`src/rtl/riscv_pkg.sv`:
```
// Shared definitions for the multicycle RISC-V controller: state encoding,
// opcodes, ALU operation classes and the per-state Moore control word.
package riscv_pkg;

  typedef enum logic [3:0] {
    FETCH, DECODE, MEMADR, MEMREAD, MEMWB, MEMWRITE,
    EXECR, EXECI, ALUWB, BEQ, JAL, HALT
  } state_t;

  localparam logic [6:0] OP_LW    = 7'b0000011;
  localparam logic [6:0] OP_SW    = 7'b0100011;
  localparam logic [6:0] OP_RTYPE = 7'b0110011;
  localparam logic [6:0] OP_ITYPE = 7'b0010011;
  localparam logic [6:0] OP_BEQ   = 7'b1100011;
  localparam logic [6:0] OP_JAL   = 7'b1101111;

  localparam logic [1:0] ALUOP_ADD   = 2'b00;
  localparam logic [1:0] ALUOP_SUB   = 2'b01;
  localparam logic [1:0] ALUOP_FUNCT = 2'b10;

  localparam logic [2:0] ALU_ADD = 3'b000;
  localparam logic [2:0] ALU_SUB = 3'b001;
  localparam logic [2:0] ALU_AND = 3'b010;
  localparam logic [2:0] ALU_OR  = 3'b011;
  localparam logic [2:0] ALU_SLT = 3'b101;

  typedef struct packed {
    logic       ir_write;
    logic       pc_update;
    logic       adr_src;
    logic       mem_w;
    logic       reg_w;
    logic       branch;
    logic       halted;
    logic [1:0] alu_src_a;
    logic [1:0] alu_src_b;
    logic [1:0] result_src;
    logic [1:0] aluop;
  } ctrl_t;

  // Moore control word asserted while the FSM sits in state s.
  function automatic ctrl_t state_ctrl(input state_t s);
    ctrl_t c;
    c = '0;
    case (s)
      FETCH: begin
        c.ir_write   = 1'b1;
        c.pc_update  = 1'b1;
        c.alu_src_a  = 2'b00;
        c.alu_src_b  = 2'b10;
        c.result_src = 2'b10;
      end
      DECODE:   begin c.alu_src_a = 2'b01; c.alu_src_b = 2'b01; end
      MEMADR:   begin c.alu_src_a = 2'b10; c.alu_src_b = 2'b01; end
      MEMREAD:  c.adr_src = 1'b1;
      MEMWB:    begin c.result_src = 2'b01; c.reg_w = 1'b1; end
      MEMWRITE: begin c.adr_src = 1'b1; c.mem_w = 1'b1; end
      EXECR:    begin c.alu_src_a = 2'b10; c.alu_src_b = 2'b00; c.aluop = ALUOP_FUNCT; end
      EXECI:    begin c.alu_src_a = 2'b10; c.alu_src_b = 2'b01; c.aluop = ALUOP_FUNCT; end
      BEQ: begin
        c.alu_src_a = 2'b10;
        c.alu_src_b = 2'b00;
        c.aluop     = ALUOP_SUB;
        c.branch    = 1'b1;
      end
      JAL:      begin c.alu_src_a = 2'b01; c.alu_src_b = 2'b10; c.pc_update = 1'b1; end
      ALUWB:    c.reg_w = 1'b1;
      HALT:     c.halted = 1'b1;
      default:  ;
    endcase
    return c;
  endfunction

  function automatic logic [1:0] imm_sel(input logic [6:0] op);
    case (op)
      OP_SW:   return 2'b01;
      OP_BEQ:  return 2'b10;
      OP_JAL:  return 2'b11;
      default: return 2'b00;
    endcase
  endfunction

endpackage

```
`src/rtl/alu_decoder.sv`:
```
// Combinational ALU control decode from the operation class and the
// instruction's funct fields.
module alu_decoder
  import riscv_pkg::*;
(
  input  logic [1:0] aluop,
  input  logic [2:0] funct3,
  input  logic       op5,
  input  logic       funct7b5,
  output logic [2:0] alu_control
);

  always_comb begin
    alu_control = ALU_ADD;
    case (aluop)
      ALUOP_ADD: alu_control = ALU_ADD;
      ALUOP_SUB: alu_control = ALU_SUB;
      ALUOP_FUNCT: begin
        case (funct3)
          // Only R-type with bit 30 set subtracts; addi ignores funct7.
          3'b000:  alu_control = (op5 & funct7b5) ? ALU_SUB : ALU_ADD;
          3'b010:  alu_control = ALU_SLT;
          3'b110:  alu_control = ALU_OR;
          3'b111:  alu_control = ALU_AND;
          default: alu_control = ALU_ADD;
        endcase
      end
      default: alu_control = ALU_ADD;
    endcase
  end

endmodule

```
`src/rtl/multicycle_ctrl.sv`:
```
// Multicycle RISC-V main controller: state machine with registered Moore
// control word, branch-qualified PC write and a retired-instruction counter.
module multicycle_ctrl
  import riscv_pkg::*;
#(
  parameter bit ILLEGAL_HALT = 1'b0
) (
  input  logic        clk,
  input  logic        srst,
  input  logic [6:0]  op,
  input  logic [2:0]  funct3,
  input  logic        funct7b5,
  input  logic        zero,
  output logic        pc_write,
  output logic        ir_write,
  output logic        reg_w,
  output logic        mem_w,
  output logic        adr_src,
  output logic [1:0]  alu_src_a,
  output logic [1:0]  alu_src_b,
  output logic [1:0]  result_src,
  output logic [1:0]  imm_src,
  output logic [2:0]  alu_control,
  output logic        halted,
  output logic [31:0] retired
);

  state_t      state_reg;
  state_t      state_next;
  ctrl_t       ctrl_reg;
  ctrl_t       ctrl_eff;
  logic [31:0] retired_reg;
  logic        retire;
  logic [3:0]  en_raw;
  logic [3:0]  en;

  always_comb begin
    state_next = state_reg;
    case (state_reg)
      FETCH:  state_next = DECODE;
      DECODE: begin
        case (op)
          OP_LW, OP_SW: state_next = MEMADR;
          OP_RTYPE:     state_next = EXECR;
          OP_ITYPE:     state_next = EXECI;
          OP_BEQ:       state_next = BEQ;
          OP_JAL:       state_next = JAL;
          default:      state_next = ILLEGAL_HALT ? HALT : FETCH;
        endcase
      end
      MEMADR:                      state_next = op[5] ? MEMWRITE : MEMREAD;
      MEMREAD:                     state_next = MEMWB;
      EXECR, EXECI, JAL:           state_next = ALUWB;
      MEMWB, MEMWRITE, ALUWB, BEQ: state_next = FETCH;
      HALT:                        state_next = HALT;
      default:                     state_next = FETCH;
    endcase
  end

  // Illegal NOPs leave from DECODE and are deliberately not counted.
  assign retire = (state_reg == MEMWB) || (state_reg == MEMWRITE) ||
                  (state_reg == ALUWB) || (state_reg == BEQ);

  always_ff @(posedge clk) begin
    if (srst) begin
      state_reg   <= FETCH;
      ctrl_reg    <= state_ctrl(FETCH);
      retired_reg <= '0;
    end else begin
      state_reg <= state_next;
      ctrl_reg  <= state_ctrl(state_next);
      if (retire) begin
        retired_reg <= retired_reg + 32'd1;
      end
    end
  end

  // During reset the datapath sees FETCH steering with all writes suppressed.
  assign ctrl_eff = srst ? state_ctrl(FETCH) : ctrl_reg;

  assign en_raw = {ctrl_eff.pc_update | (ctrl_eff.branch & zero),
                   ctrl_eff.ir_write, ctrl_eff.reg_w, ctrl_eff.mem_w};

  for (genvar gi = 0; gi < 4; gi++) begin : g_en_gate
    assign en[gi] = en_raw[gi] & ~srst;
  end

  assign {pc_write, ir_write, reg_w, mem_w} = en;
  assign adr_src    = ctrl_eff.adr_src;
  assign alu_src_a  = ctrl_eff.alu_src_a;
  assign alu_src_b  = ctrl_eff.alu_src_b;
  assign result_src = ctrl_eff.result_src;
  assign halted     = ctrl_eff.halted;
  assign imm_src    = imm_sel(op);
  assign retired    = retired_reg;

  alu_decoder u_alu_decoder (
    .aluop       (ctrl_eff.aluop),
    .funct3      (funct3),
    .op5         (op[5]),
    .funct7b5    (funct7b5),
    .alu_control (alu_control)
  );

endmodule
```
`config.mk`:
```
export PLATFORM = sky130hd
export DESIGN_NAME = multicycle_ctrl
export DESIGN_NICKNAME = d
export VERILOG_FILES = /design/src/rtl/riscv_pkg.sv /design/src/rtl/alu_decoder.sv /design/src/rtl/multicycle_ctrl.sv
export SDC_FILE = /design/constraint.sdc
export NUM_CORES = 1
export LEC_CHECK = 0
export ABC_AREA = 0
export BUFFER_PORTS_ARGS = -buffer_cell sky130_fd_sc_hd__buf_2
export CAP_MARGIN = 20
export CORE_MARGIN = 4
export CORE_UTILIZATION = 25
export CTS_BUF_LIST = sky130_fd_sc_hd__clkbuf_4 sky130_fd_sc_hd__clkbuf_8
export DETAILED_ROUTE_END_ITERATION = 16
export PLACE_DENSITY = 0.53
export SYNTH_ARGS = -nofsm -noshare
export SYNTH_HDL_FRONTEND = slang
export SYNTH_SLANG_ARGS = --single-unit
```
`constraint.sdc`:
```
create_clock -name clk -period 2.3 [get_ports clk]
set_input_delay 0.345 -clock clk [delete_from_list [all_inputs] [get_ports clk]]
set_output_delay 0.345 -clock clk [all_outputs]
set_load 0.02 [all_outputs]
```
== Word-level counts from Yosys, hierarchy flattened ==
Cells that the tools add are included.
Word-level totals
  register bits: 51
  output and inout bits: 49
  input bits: 14
  word-level logic and storage cells: 87
Cells by class
  equality and inequality tests: 33
  $add $sub $neg: 1
  mux-type cells: 18
  bitwise gates (word level): 8
  reduce and logical (&&, ||, !) cells: 14
Operators by type and width (number)
  4-bit case mux with 5 select lines: 2
  32-bit by 1-bit adder with 32-bit output, second input constant: 1
  4-bit by 3-bit equality test with 1-bit output, second input constant: 8
  4-bit equality test, second input constant: 8
  4-bit case mux with 6 select lines: 1
  4-bit by 2-bit equality test with 1-bit output, second input constant: 4
  15-bit 2-to-1 mux: 1
  7-bit by 6-bit equality test with 1-bit output, second input constant: 2
  7-bit equality test, second input constant: 2
  2-bit OR reduction: 7
  3-bit case mux with 4 select lines: 1
  4-bit by 1-bit equality test with 1-bit output, second input constant: 2
  4-bit zero test: 2
  1-bit 2-to-1 mux: 8
  2-bit case mux with 2 select lines: 2
  7-bit by 2-bit equality test with 1-bit output, second input constant: 1
  7-bit by 5-bit equality test with 1-bit output, second input constant: 1
  1-bit AND: 6
  3-bit equality test, second input constant: 2
  2-bit case mux with 3 select lines: 1
  3-bit case mux with 2 select lines: 1
  3-bit by 2-bit equality test with 1-bit output, second input constant: 1
  3-bit zero test: 1
  1-bit logical OR: 3
  6 further kinds: 6

== Longest topological paths before layout ==
Gate-level depths: netlist (run 1).
  word-level depth: 7
  depth in mapped cells: 8
  depth with buffers taken out: 7

== Cells and area by module ==
Synthesis (run 1) repeated with hierarchy kept, for this count alone.
Unflattened totals
  cells, all modules: 283
  area, all modules: 2481.1 um^2
By module, submodules not included
  multicycle_ctrl: sequential area each 1001.0 um^2, cells each 272, area each 2384.8 um^2, times used 1
  alu_decoder: sequential area each 0.0 um^2, cells each 11, area each 96.3 um^2, times used 1

== Worst setup path before layout (run 1) ==
No wires, ideal clock.
  path kind: input port to output port
  from: input port srst
  to: output port alu_control[2]
  cell stages on the path: 6
  setup slack: 0.153 ns
  required time: 1.955 ns
  arrival: 1.802 ns
  buffers on the path: 1
  cells stage by stage: clkbuf_1 -> inv_1 -> nand2_1 -> inv_1 -> ha_1 -> nor4_1
Between the ends
  longest elaborated chain between the ends: 3
  elaborated cells between the ends (all ways): 4
  classes of those cells: eq/ne: 2; mux: 2
RTL lines
  start, declared: RTL line multicycle_ctrl.sv:9  | input logic srst,
  15-bit 2-to-1 mux (*): RTL line multicycle_ctrl.sv:79  | assign ctrl_eff = srst ? state_ctrl(FETCH) : ctrl_reg;
  2-bit equality test / 2-bit by 1-bit equality test with 1-bit output (equally long branches): RTL line alu_decoder.sv:15  | case (aluop)
  3-bit case mux with 2 select lines (*): RTL line alu_decoder.sv:15
  end, declared: RTL line multicycle_ctrl.sv:23  | output logic [2:0] alu_control,
Mark *: on every way between the ends. The rest lies on a longest branch, timed or not.

== Worst setup path in the final report (run 1) ==
  from: register state_reg[1]
  to: register ctrl_reg[13] in the netlist's numbering
Between the ends
  longest elaborated chain between the ends: 6
  elaborated cells between the ends (all ways): 14
  classes of those cells: eq/ne: 8; mux: 2; reduce/logical: 4
RTL lines
  start, declared: RTL line multicycle_ctrl.sv:28  | state_t state_reg;
  start signal, assigned: RTL line multicycle_ctrl.sv:70  | state_reg <= state_next;
  4-bit by 3-bit equality test with 1-bit output / 4-bit equality test (equally long branches): RTL line multicycle_ctrl.sv:39  | case (state_reg)
  3-bit OR reduction: RTL line multicycle_ctrl.sv:39
  4-bit case mux with 6 select lines (*): RTL line multicycle_ctrl.sv:39
  4-bit equality test / 4-bit zero test (equally long branches): RTL line riscv_pkg.sv:45  | case (s)
  2-bit OR reduction (no source line) (*)
  1-bit 2-to-1 mux (*): RTL line riscv_pkg.sv:45
  end signal, assigned: RTL line multicycle_ctrl.sv:67  | ctrl_reg <= state_ctrl(FETCH);
  end signal, assigned: RTL line multicycle_ctrl.sv:71  | ctrl_reg <= state_ctrl(state_next);
  end, declared: RTL line multicycle_ctrl.sv:30  | ctrl_t ctrl_reg;
Marks and branches as above.
A chain may end at the register's enable or synchronous reset.

==> flow_metrics.py, run 1 <==
metrics = {
    "routing": {
        "viasPerCell": 4.640,
        "drt-total-wl_mm": 5.673,
        "post_drt_wl_per_cell_um": 12.44,
        "vias": 2116,
        "dr.pass1.iters": 8,
        "postRouteAntennaNets": 0,
        "drt_iter0_drc": 188,
        "drc": 0,
    },
    "clocking": {
        "postCtsHoldBufs": 0,
        "htree_levels": 2,
        "root_buffer": "clkbuf_8",
        "cts_sinks": 50,
        "post_cts_buffers": 0,
        "clock_latency_ns": 0.30,
        "cts_tree": "yes",
        "clk_pin_slew_ns": 0.10,
        "postCtsResizedCells": 0,
        "numCtsBuffers": 5,
        "cts_buffer_depth": 2,
    },
    "min_path": {
        "hp-class": "primary input to register",
        "min_from": "srst",
        "holdPathStages": 3,
        "holdPathEnd": "ctrl_reg[14]$_SDFF_PP1_",
    },
    "timing": {
        "worst_slew_pin_slew_ns": 0.6539,
        "min_period_ns": 1.909,
        "clock-skew-final_ns": 0.007286,
        "rsz0062_at_grt": "false",
        "setup_viol": 0,
        "slew_headroom_pct": 56.20,
        "fin_setup_tns_ns": 0,
        "timing.final.crit_share_pct": 82.98,
        "finalMaxSlewViolations": 0,
        "fmax_mhz": 524.0,
        "hold_viol_final": 0,
        "holdWs_ns": 0.3383,
    },
    "floorplanning": {
        "start_util_pct": 25.65,
        "chipWidth_um": 105.1,
        "ios": 63,
        "die_h_um": 105.1,
        "rows": 35,
        "dieArea_um2": 11050,
        "core_region_area_um2": 9196,
    },
    "critical_path": {
        "endpoint_kind": "register",
        "crit_type": "register to register",
        "cp-start-kind": "register",
        "crit_family": "compound AO/OA/AOI/OAI gates",
        "crit_buf_inv": 0,
        "startpoint": "state_reg[1]$_SDFF_PP0_",
        "path_max_fanout": 11,
        "cp.arrival_ns": 2.11,
        "cpMostUsedCell": "a21o_1",
        "r2r-end": "ctrl_reg[13]$_SDFF_PP1_",
        "crit_chain": "nor3_1, a31oi_1, nor2_1, a21o_1, a21o_1",
        "worst_r2r_path_depth": 5,
        "rr_startpoint": "state_reg[1]$_SDFF_PP0_",
        "r2r_slack_ns": 0.39,
        "max_stage_delay_ns": 0.58,
        "worstPathRequired_ns": 2.50,
        "cpMaxStageDelayCell": "a31oi_1",
    },
    "grt": {
        "grt_use_total_pct": 10.66,
        "grt_overflow": 0,
        "grt_antenna_before_repair": 0,
        "grt_pass1_vias": 2001,
        "grt_max_degree": 59,
        "grt_first_pass_wirelength_mm": 9.777,
    },
    "yosys": {
        "yosys.area_share.adder_pct": 1.592,
        "netlist_top_cells_area": "dfxtp_1, nor2_1, xnor2_1",
        "synth_edf_count": 0,
        "ys_ff_latch": 50,
        "synth_area_leader_cell": "dfxtp_1",
        "synth_area_um2": 2359,
        "netlist_instances": 282,
        "ys_dominant_reg_cell": "dfxtp_1",
        "synth_compound_area_share_pct": 9.390,
        "synthesis.nets": 299,
        "yosysTopAreaCellShare_pct": 42.44,
        "async_reset_ff_share_pct": 0,
        "synth_mux_area_share_pct": 0.4244,
        "synth_cell_types": 45,
        "yosysSeqAreaShare_pct": 42.44,
        "avgSynthCellArea_um2": 8.364,
        "synth_top_family_by_area": "simple AND/OR/NAND/NOR gates",
        "ys.warnings.count": 0,
        "synthSimpleGateAreaFrac_pct": 32.04,
        "synth-xor-area-share_pct": 9.973,
    },
    "final_layout": {
        "drive_above_1_share_pct": 24.64,
        "diodes": 0,
        "syn_to_final_growth_pct": 23.24,
        "layout_commonest_cell": "buf_2",
        "layout_common_cells": "buf_2, dfxtp_1, nor2_1",
        "utilization_pct": 31.61,
        "fill_cells": 1013,
        "largest_reg_flops": 32,
        "nNetsFinal": 361,
    },
    "place": {
        "globalplace.congestion": 0.7456,
        "port_buffers": 62,
        "dp_hpwl_mm": 4.075,
    },
    "power_and_ir_drop": {
        "p_sw_uw": 370.5,
        "p_leak_nw": 1.228,
        "power_frac_seq_pct": 54.9,
        "p_comb_share_pct": 5.9,
        "vdd_drop_max_mv": 0.2593,
        "power.density_nw_per_um2": 551.7,
        "internal-power_mw": 1.233,
        "power.share.switching_pct": 23.11,
        "clkPwrFrac_pct": 39.1,
    },
    "run_status": {
        "status": "finished clean",
    },
    "flow_run": {
        "cap_violations": 0,
    },
}
==> stage by stage <==
stage	cell area, µm²	power (mW)	setup slack (ns)	cells
final	2907	1.604	0.3915	456
after global routing	2907	1.687	0.1155	456
after CTS	2907	1.637	0.3807	456
after detailed placement	2793	0.9964	0.1076	448
after global placement	2793	0.9960	0.1416	448
after floorplan	2359	0.9588	0.1526	282
==> layout make-up <==
type | instances | area, µm² | area share, %
Multi-Input combinational cell | 208 | 1260 | 43.35
Sequential cell | 50 | 1001 | 34.44
Timing Repair Buffer | 67 | 347.8 | 11.97
Tap cell | 111 | 138.9 | 4.778
Clock buffer | 5 | 68.82 | 2.368
Clock inverter | 3 | 45.04 | 1.550
Inverter | 12 | 45.04 | 1.550
==> tightest hold or removal path, stage by stage <==
cell and delay, ns:
buf_2 0.09, inv_1 0.07, o21ai_0 0.10
==> worst max path at each step <==
stage,endpoint,cells past startpoint
2_1_floorplan,alu_control[2],6
3_3_place_gp,ctrl_reg[7]$_SDFF_PP0_,6
3_5_place_dp,ctrl_reg[7]$_SDFF_PP0_,6
4_1_cts,ctrl_reg[13]$_SDFF_PP1_,5
5_1_grt,ctrl_reg[5]$_SDFF_PP1_,5
6_report,ctrl_reg[13]$_SDFF_PP1_,5
==> power by group through the flow <==
| stage | sequential (mW) | clock, mW | combinational (mW) |
|---|---|---|---|
| global placement | 0.902 | 0 | 0.0940 |
| CTS | 0.881 | 0.660 | 0.0960 |
| finish | 0.881 | 0.627 | 0.0951 |
| floorplan | 0.897 | 0 | 0.0619 |
| detailed placement | 0.901 | 0 | 0.0955 |
| global route | 0.884 | 0.696 | 0.107 |
==> routing by layer <==
metal / wire length [µm] / vias to the layer above / part of all wire, % / GRT usage (%)
li1: - / 1086 / - / -
met5: 0 / - / 0 / 0
met2: 2495 / 43 / 44 / 16.59
met3: 264 / 4 / 4.7 / 2.779
met4: 47 / 0 / 0.83 / 2.812
met1: 2866 / 983 / 51 / 14.60
==> logic make-up (layout without fill, tap and decap cells) <==
group | after synthesis | count (layout)
XOR/XNOR | 26 | 26
buffers and inverters | 24 | 87
AO/OA/AOI/OAI | 36 | 36
multiplexers | 1 | 1
AND/OR/NAND/NOR | 142 | 142
flip-flops | 50 | 50
adder cells (fa/ha/maj) | 3 | 3
==> Yosys cell counts (2+ instances only) <==
| master | count |
|---|---|
| and4_1 | 4 |
| nor3_1 | 9 |
| nor3_2 | 2 |
| and3_1 | 3 |
| a21o_1 | 3 |
| nand4_1 | 7 |
| xnor2_1 | 13 |
| or3_1 | 10 |
| and2_1 | 3 |
| a31oi_1 | 3 |
| dfxtp_1 | 50 |
| nand3_1 | 11 |
| buf_2 | 3 |
| nor4_1 | 3 |
| or2_2 | 3 |
| ha_1 | 3 |
| nor2_1 | 45 |
| o21ai_0 | 9 |
| nand2_1 | 20 |
| nor2b_1 | 11 |
| inv_1 | 12 |
| xor2_1 | 12 |
| nor3b_1 | 2 |
| clkbuf_1 | 8 |
| a21oi_1 | 13 |
Power figures use the tool's default switching activity.
==> run 2: changes to the inputs <==
Settings changed: ABC_AREA 0 to 1, PLACE_DENSITY 0.53 to 0.54.
Clock period 2.3 ns to 1.6 ns, I/O delays scaled along.
==> run 2 against run 1 <==
- the flow now finishes with violations (setup timing)
- synthesized area is 15% higher
- via count is 34% higher
- clock power is 46% higher
- critical path depth is 2 higher
==> flow_metrics.py, run 2 <==
metrics = {
    "floorplanning": {
        "rows": 37,
        "start_util_pct": 26.00,
        "ios": 63,
        "chipWidth_um": 112.3,
        "dieArea_um2": 12610,
        "core_region_area_um2": 10460,
        "die_h_um": 112.3,
    },
    "yosys": {
        "synth_area_leader_cell": "dfxtp_1",
        "netlist_instances": 416,
        "ys.warnings.count": 0,
        "netlist_top_cells_area": "dfxtp_1, nand2_1, inv_1",
        "yosysSeqAreaShare_pct": 36.80,
        "synth_area_um2": 2720,
        "synth_common_cells": "nand2_1, inv_1, nor2_1, dfxtp_1, nand3_1",
        "ys_dominant_reg_cell": "dfxtp_1",
        "async_reset_ff_share_pct": 0,
        "synth_cell_types": 35,
        "avgSynthCellArea_um2": 6.539,
        "synthesis.nets": 433,
        "synth_edf_count": 0,
        "yosysTopAreaCellShare_pct": 36.80,
        "synth_most_common_cell": "nand2_1",
        "ys_ff_latch": 50,
    },
    "critical_path": {
        "path_max_fanout": 2,
        "cpMaxStageDelayCell": "dfxtp_2",
        "endpoint_kind": "output pin",
        "worstPathRequired_ns": 1.36,
        "crit_chain": "nand2_4, ha_4, nor2_4, nand3_1, o22ai_1, o21bai_4, buf_6",
        "cp.arrival_ns": 1.50,
        "rr_startpoint": "state_reg[3]$_SDFF_PP0_",
        "cp-endpoint": "alu_control[0]",
        "max_stage_delay_ns": 0.36,
        "worst_r2r_path_depth": 11,
        "crit_type": "register to output pin",
        "r2r-end": "retired[4]$_SDFFE_PP0P_",
        "cp-start-kind": "register",
        "r2r_slack_ns": 0.09,
        "startpoint": "ctrl_reg[0]$_SDFF_PP0_",
    },
    "timing": {
        "holdWs_ns": 0.3027,
        "hold_viol_final": 0,
        "finalMaxSlewViolations": 0,
        "slew_headroom_pct": 73.54,
        "timing.final.crit_share_pct": 109.0,
        "clock-skew-final_ns": 0.005855,
        "worst_slew_pin_slew_ns": 0.3969,
        "setup_slack_ns": -0.1447,
        "fmax_mhz": 573.2,
        "min_period_ns": 1.745,
        "setup_viol": 3,
        "rsz0062_at_grt": "true",
    },
    "routing": {
        "viasPerCell": 4.357,
        "post_drt_wl_per_cell_um": 11.86,
        "dr.pass1.iters": 6,
        "vias": 2841,
        "postRouteAntennaNets": 0,
        "drt-total-wl_mm": 7.735,
        "drt_iter0_drc": 99,
        "drc": 0,
    },
    "min_path": {
        "hp-class": "primary input to register",
    },
    "clocking": {
        "postCtsHoldBufs": 0,
        "cts_sinks": 50,
        "cts_buffer_depth": 2,
        "htree_levels": 2,
        "clock_latency_ns": 0.30,
        "root_buffer": "clkbuf_8",
        "clk_pin_slew_ns": 0.10,
        "cts_tree": "yes",
        "numCtsBuffers": 5,
    },
    "grt": {
        "grt_first_pass_wirelength_mm": 12.88,
        "grt_overflow": 0,
        "grt_pass1_vias": 2743,
        "grt_max_degree": 35,
        "grt_use_total_pct": 12.26,
        "grt_antenna_before_repair": 0,
    },
    "final_layout": {
        "drive_above_1_share_pct": 33.33,
        "utilization_pct": 35.79,
        "syn_to_final_growth_pct": 37.67,
        "final_area_um2": 3745,
        "fill_cells": 1150,
        "largest_reg_flops": 32,
        "layout_commonest_cell": "nand2_1",
        "diodes": 0,
        "layout_common_cells": "nand2_1, inv_1, buf_2",
        "nNetsFinal": 532,
    },
    "run_status": {
        "violations": "setup timing",
        "status": "complete, but fails checks",
    },
    "place": {
        "globalplace.congestion": 0.8558,
        "port_buffers": 62,
        "place_area_um2": 3450,
        "pre_cts_ws_ns": -0.009892,
        "dp_hpwl_mm": 5.981,
    },
    "power_and_ir_drop": {
        "p_leak_nw": 1.813,
        "power.total_mw": 2.328,
        "vdd_drop_max_mv": 0.2773,
        "power.density_nw_per_um2": 621.7,
    },
    "flow_run": {
        "cap_violations": 0,
    },
}
## run 2: changes by cell type after synthesis, moves of 5 or more
cell     delta
nand4_1     +6
nand2_1    +67
nand3_1    +17
xor2_1     -11
nor2b_1    -11
inv_1      +59
or3_1      -10
a21oi_1    +13
nor2_1     +21
xnor2_1    -13
nor3_1      +5
## run 2: how the worst min path moves through the flow
stage,start,to,slack [ns],cells past startpoint
final,op[5],ctrl_reg[11]$_SDFF_PP0_,0.30,3
after global placement,retired[8]$_SDFFE_PP0P_,retired[8]$_SDFFE_PP0P_,0.47,2
after CTS,op[5],ctrl_reg[11]$_SDFF_PP0_,0.28,3
after global routing,op[5],ctrl_reg[11]$_SDFF_PP0_,0.30,3
after floorplan,op[5],ctrl_reg[11]$_SDFF_PP0_,0.38,2
after detailed placement,retired[8]$_SDFFE_PP0P_,retired[8]$_SDFFE_PP0P_,0.48,2
## run 2: what timing repair did
item                       in CTS  in global routing
pin swaps                       1                 15
setup endpoints to repair       3                 31
resized for setup               9                 34
setup buffers                   1                  7
## run 2: power breakdown
part	switching [mW]	internal (mW)
clock network	0.450	0.466
registers	0.00439	1.25
logic	0.102	0.0524
total	0.557	1.77
## run 2: critical path, delay by kind of cell (launching register included)
kind	cells	cell delay [ns]
AND/OR/NAND/NOR	3	0.20
flip-flops	1	0.36
buffers and inverters	1	0.13
adder cells (fa/ha/maj)	1	0.25
AO/OA/AOI/OAI	2	0.26
## run 2: cells by family after synthesis
| kind of cell | count (synthesis) | synth area share (%) |
|---|---|---|
| adders and majority gates | 3 | 1.380 |
| and+or+nand+nor | 232 | 40.52 |
| DFF | 50 | 36.80 |
| buffers and inverters | 82 | 11.45 |
| xor gates and xnor gates | 1 | 0.3220 |
| AOI/OAI and AO/OA | 48 | 9.521 |
## run 2: area by class of cell
type                            instances  area (µm²)  area share (%)
Multi-Input combinational cell        284        1554           41.50
Sequential cell                        50        1018           27.20
Timing Repair Buffer                   99       606.8           16.20
Inverter                               75       281.5           7.518
Tap cell                              136       170.2           4.544
Clock buffer                            5       68.82           1.838
Clock inverter                          3       45.04           1.203
## run 2: metal layers
metal,GRT usage [%],routed length [µm]
met4,3.446,76
met2,19.43,3467
met5,0,0
met1,16.98,3861
met3,2.372,330
## run 2: stage by stage
step                      cells  setup TNS (ns)
after CTS                   645         -0.3845
after detailed placement    636       -0.009892
after floorplan             416        -0.05501
after global placement      636               0
final                       652         -0.3168
after global routing        652         -0.6509
==> run 3: changes to the inputs <==
Settings changed: TNS_END_PERCENT set to 5.
==> run 3 against run 2 <==
- the run still ends with setup timing left
- highest routed layer unchanged
- sequential cell count is the same
- count of clock-buffer cells in the layout grew 1
- routed wire length down 0.44%
- worst setup slack better by 0.015 ns
- worst hold slack gained 0.019 ns
- die area did not move
- clock skew is 0.00054 ns higher
- register-to-register slack is essentially flat
- combinational power is essentially flat
==> flow_metrics.py, run 3 (synthesis gave the netlist of run 2 again) <==
metrics = {
    "timing": {
        "setup_viol": 3,
        "timing.final.crit_share_pct": 108.1,
        "hold_viol_final": 0,
        "rsz0062_at_grt": "true",
        "worst_slew_pin_slew_ns": 0.3961,
        "clock-skew-final_ns": 0.006397,
        "setup_slack_ns": -0.1294,
        "finalMaxSlewViolations": 0,
        "slew_headroom_pct": 73.59,
        "min_period_ns": 1.729,
        "fmax_mhz": 578.2,
    },
    "grt": {
        "grt_use_total_pct": 12.45,
        "grt_first_pass_wirelength_mm": 12.97,
        "grt_max_degree": 35,
        "grt_antenna_before_repair": 0,
        "grt_pass1_vias": 2745,
        "grt_overflow": 0,
    },
    "final_layout": {
        "largest_reg_flops": 32,
        "multiInputGateArea_um2": 1515,
        "fill_cells": 1175,
        "layout_commonest_cell": "nand2_1",
        "drive_above_1_share_pct": 30.86,
        "area.sequential_um2": 1012,
        "layout_common_cells": "nand2_1, inv_1, nor2_1",
        "syn_to_final_growth_pct": 34.31,
        "diodes": 0,
        "nNetsFinal": 530,
    },
    "floorplanning": {
        "ios": 63,
        "rows": 37,
        "die_h_um": 112.3,
        "chipWidth_um": 112.3,
        "start_util_pct": 26.00,
        "core_region_area_um2": 10460,
        "dieArea_um2": 12610,
    },
    "clocking": {
        "htree_levels": 2,
        "clk_pin_slew_ns": 0.08,
        "cts_sinks": 50,
        "cts_buffer_depth": 2,
        "postCtsHoldBufs": 0,
        "cts_tree": "yes",
        "numCtsBuffers": 5,
        "root_buffer": "clkbuf_8",
        "clock_latency_ns": 0.30,
    },
    "critical_path": {
        "worstPathRequired_ns": 1.36,
        "cp.arrival_ns": 1.49,
        "r2r_slack_ns": 0.09,
        "cp-start-kind": "register",
        "path_max_fanout": 3,
        "crit_type": "register to output pin",
        "endpoint_kind": "output pin",
    },
    "routing": {
        "drc": 0,
        "dr.pass1.iters": 4,
        "drt-total-wl_mm": 7.701,
        "viasPerCell": 4.401,
        "post_drt_wl_per_cell_um": 11.88,
        "postRouteAntennaNets": 0,
        "drt_iter0_drc": 207,
        "vias": 2852,
    },
    "power_and_ir_drop": {
        "power.density_nw_per_um2": 587.6,
        "vdd_drop_max_mv": 0.2772,
        "p_leak_nw": 1.756,
        "power.total_mw": 2.147,
    },
    "flow_run": {
        "cap_violations": 0,
    },
    "run_status": {
        "status": "complete, but fails checks",
        "violations": "setup timing",
    },
    "place": {
        "port_buffers": 62,
        "pre_cts_ws_ns": -0.04239,
        "globalplace.congestion": 0.8370,
        "dp_hpwl_mm": 6.010,
    },
    "min_path": {
        "hp-class": "primary input to register",
    },
}
[run 3: final cells by class]
| class | count | area share, % |
|---|---|---|
| clock buffer | 6 | 2.260 |
| timing repair buffer | 97 | 16.20 |
| inverter | 75 | 7.705 |
| multi-input combinational | 284 | 41.47 |
| sequential | 50 | 27.71 |
| tap | 136 | 4.658 |
[run 3: worst paths after layout]
check,from,end,cells after the start
worst max-delay path,ctrl_reg[1]$_SDFF_PP0_,alu_control[0],8
worst min-delay path,op[5],ctrl_reg[11]$_SDFF_PP0_,3
worst max register to register,state_reg[2]$_SDFF_PP0_,retired[31]$_SDFFE_PP0P_,9
worst min register to register,retired[8]$_SDFFE_PP0P_,retired[8]$_SDFFE_PP0P_,2
[run 3: per-stage QoR]
stage	util (%)	hold slack (ns)	TNS, ns	instance area, µm²	std cells
2_1_floorplan	-	0.3804	-0.1619	2810	416
3_3_place_gp	33.25	0.4691	0	3478	640
3_5_place_dp	33.25	0.4797	-0.04239	3478	640
4_1_cts	34.54	0.2944	-0.4480	3613	648
5_1_grt	34.92	0.2919	-0.7174	3654	648
6_report	34.92	0.3216	-0.3039	3654	648
[run 3: routing by layer]
layer  up-vias  track usage [%]  wire [µm]
met5         -                0          0
met2        57            19.75       3447
li1       1503                -          -
met1      1286            16.61       3722
met4         0            3.606         99
met3         6            3.342        433
[run 3: power by group]
| group | leakage, nW | total (mW) | internal, mW | switching, mW |
|---|---|---|---|---|
| Clock | 0.0431 | 0.733 | 0.334 | 0.398 |
| Sequential | 0.409 | 1.26 | 1.26 | 0.00467 |
| Combinational | 1.30 | 0.153 | 0.0504 | 0.103 |
| Total | 1.76 | 2.15 | 1.64 | 0.506 |
[run 3: repair_timing]
action                                  in CTS  in global routing
resized for setup                           11                 19
endpoints found under the setup margin       3                 29
pin swaps                                    2                  3
setup buffers                                2                  0
[run 3: critical path, stage by stage (launching register included)]
cell,delay [ns]
dfxtp_2,0.33
nand2_2,0.08
inv_2,0.05
ha_4,0.22
nor2_4,0.09
buf_4,0.12
nand2_4,0.07
o21bai_4,0.11
buf_6,0.13
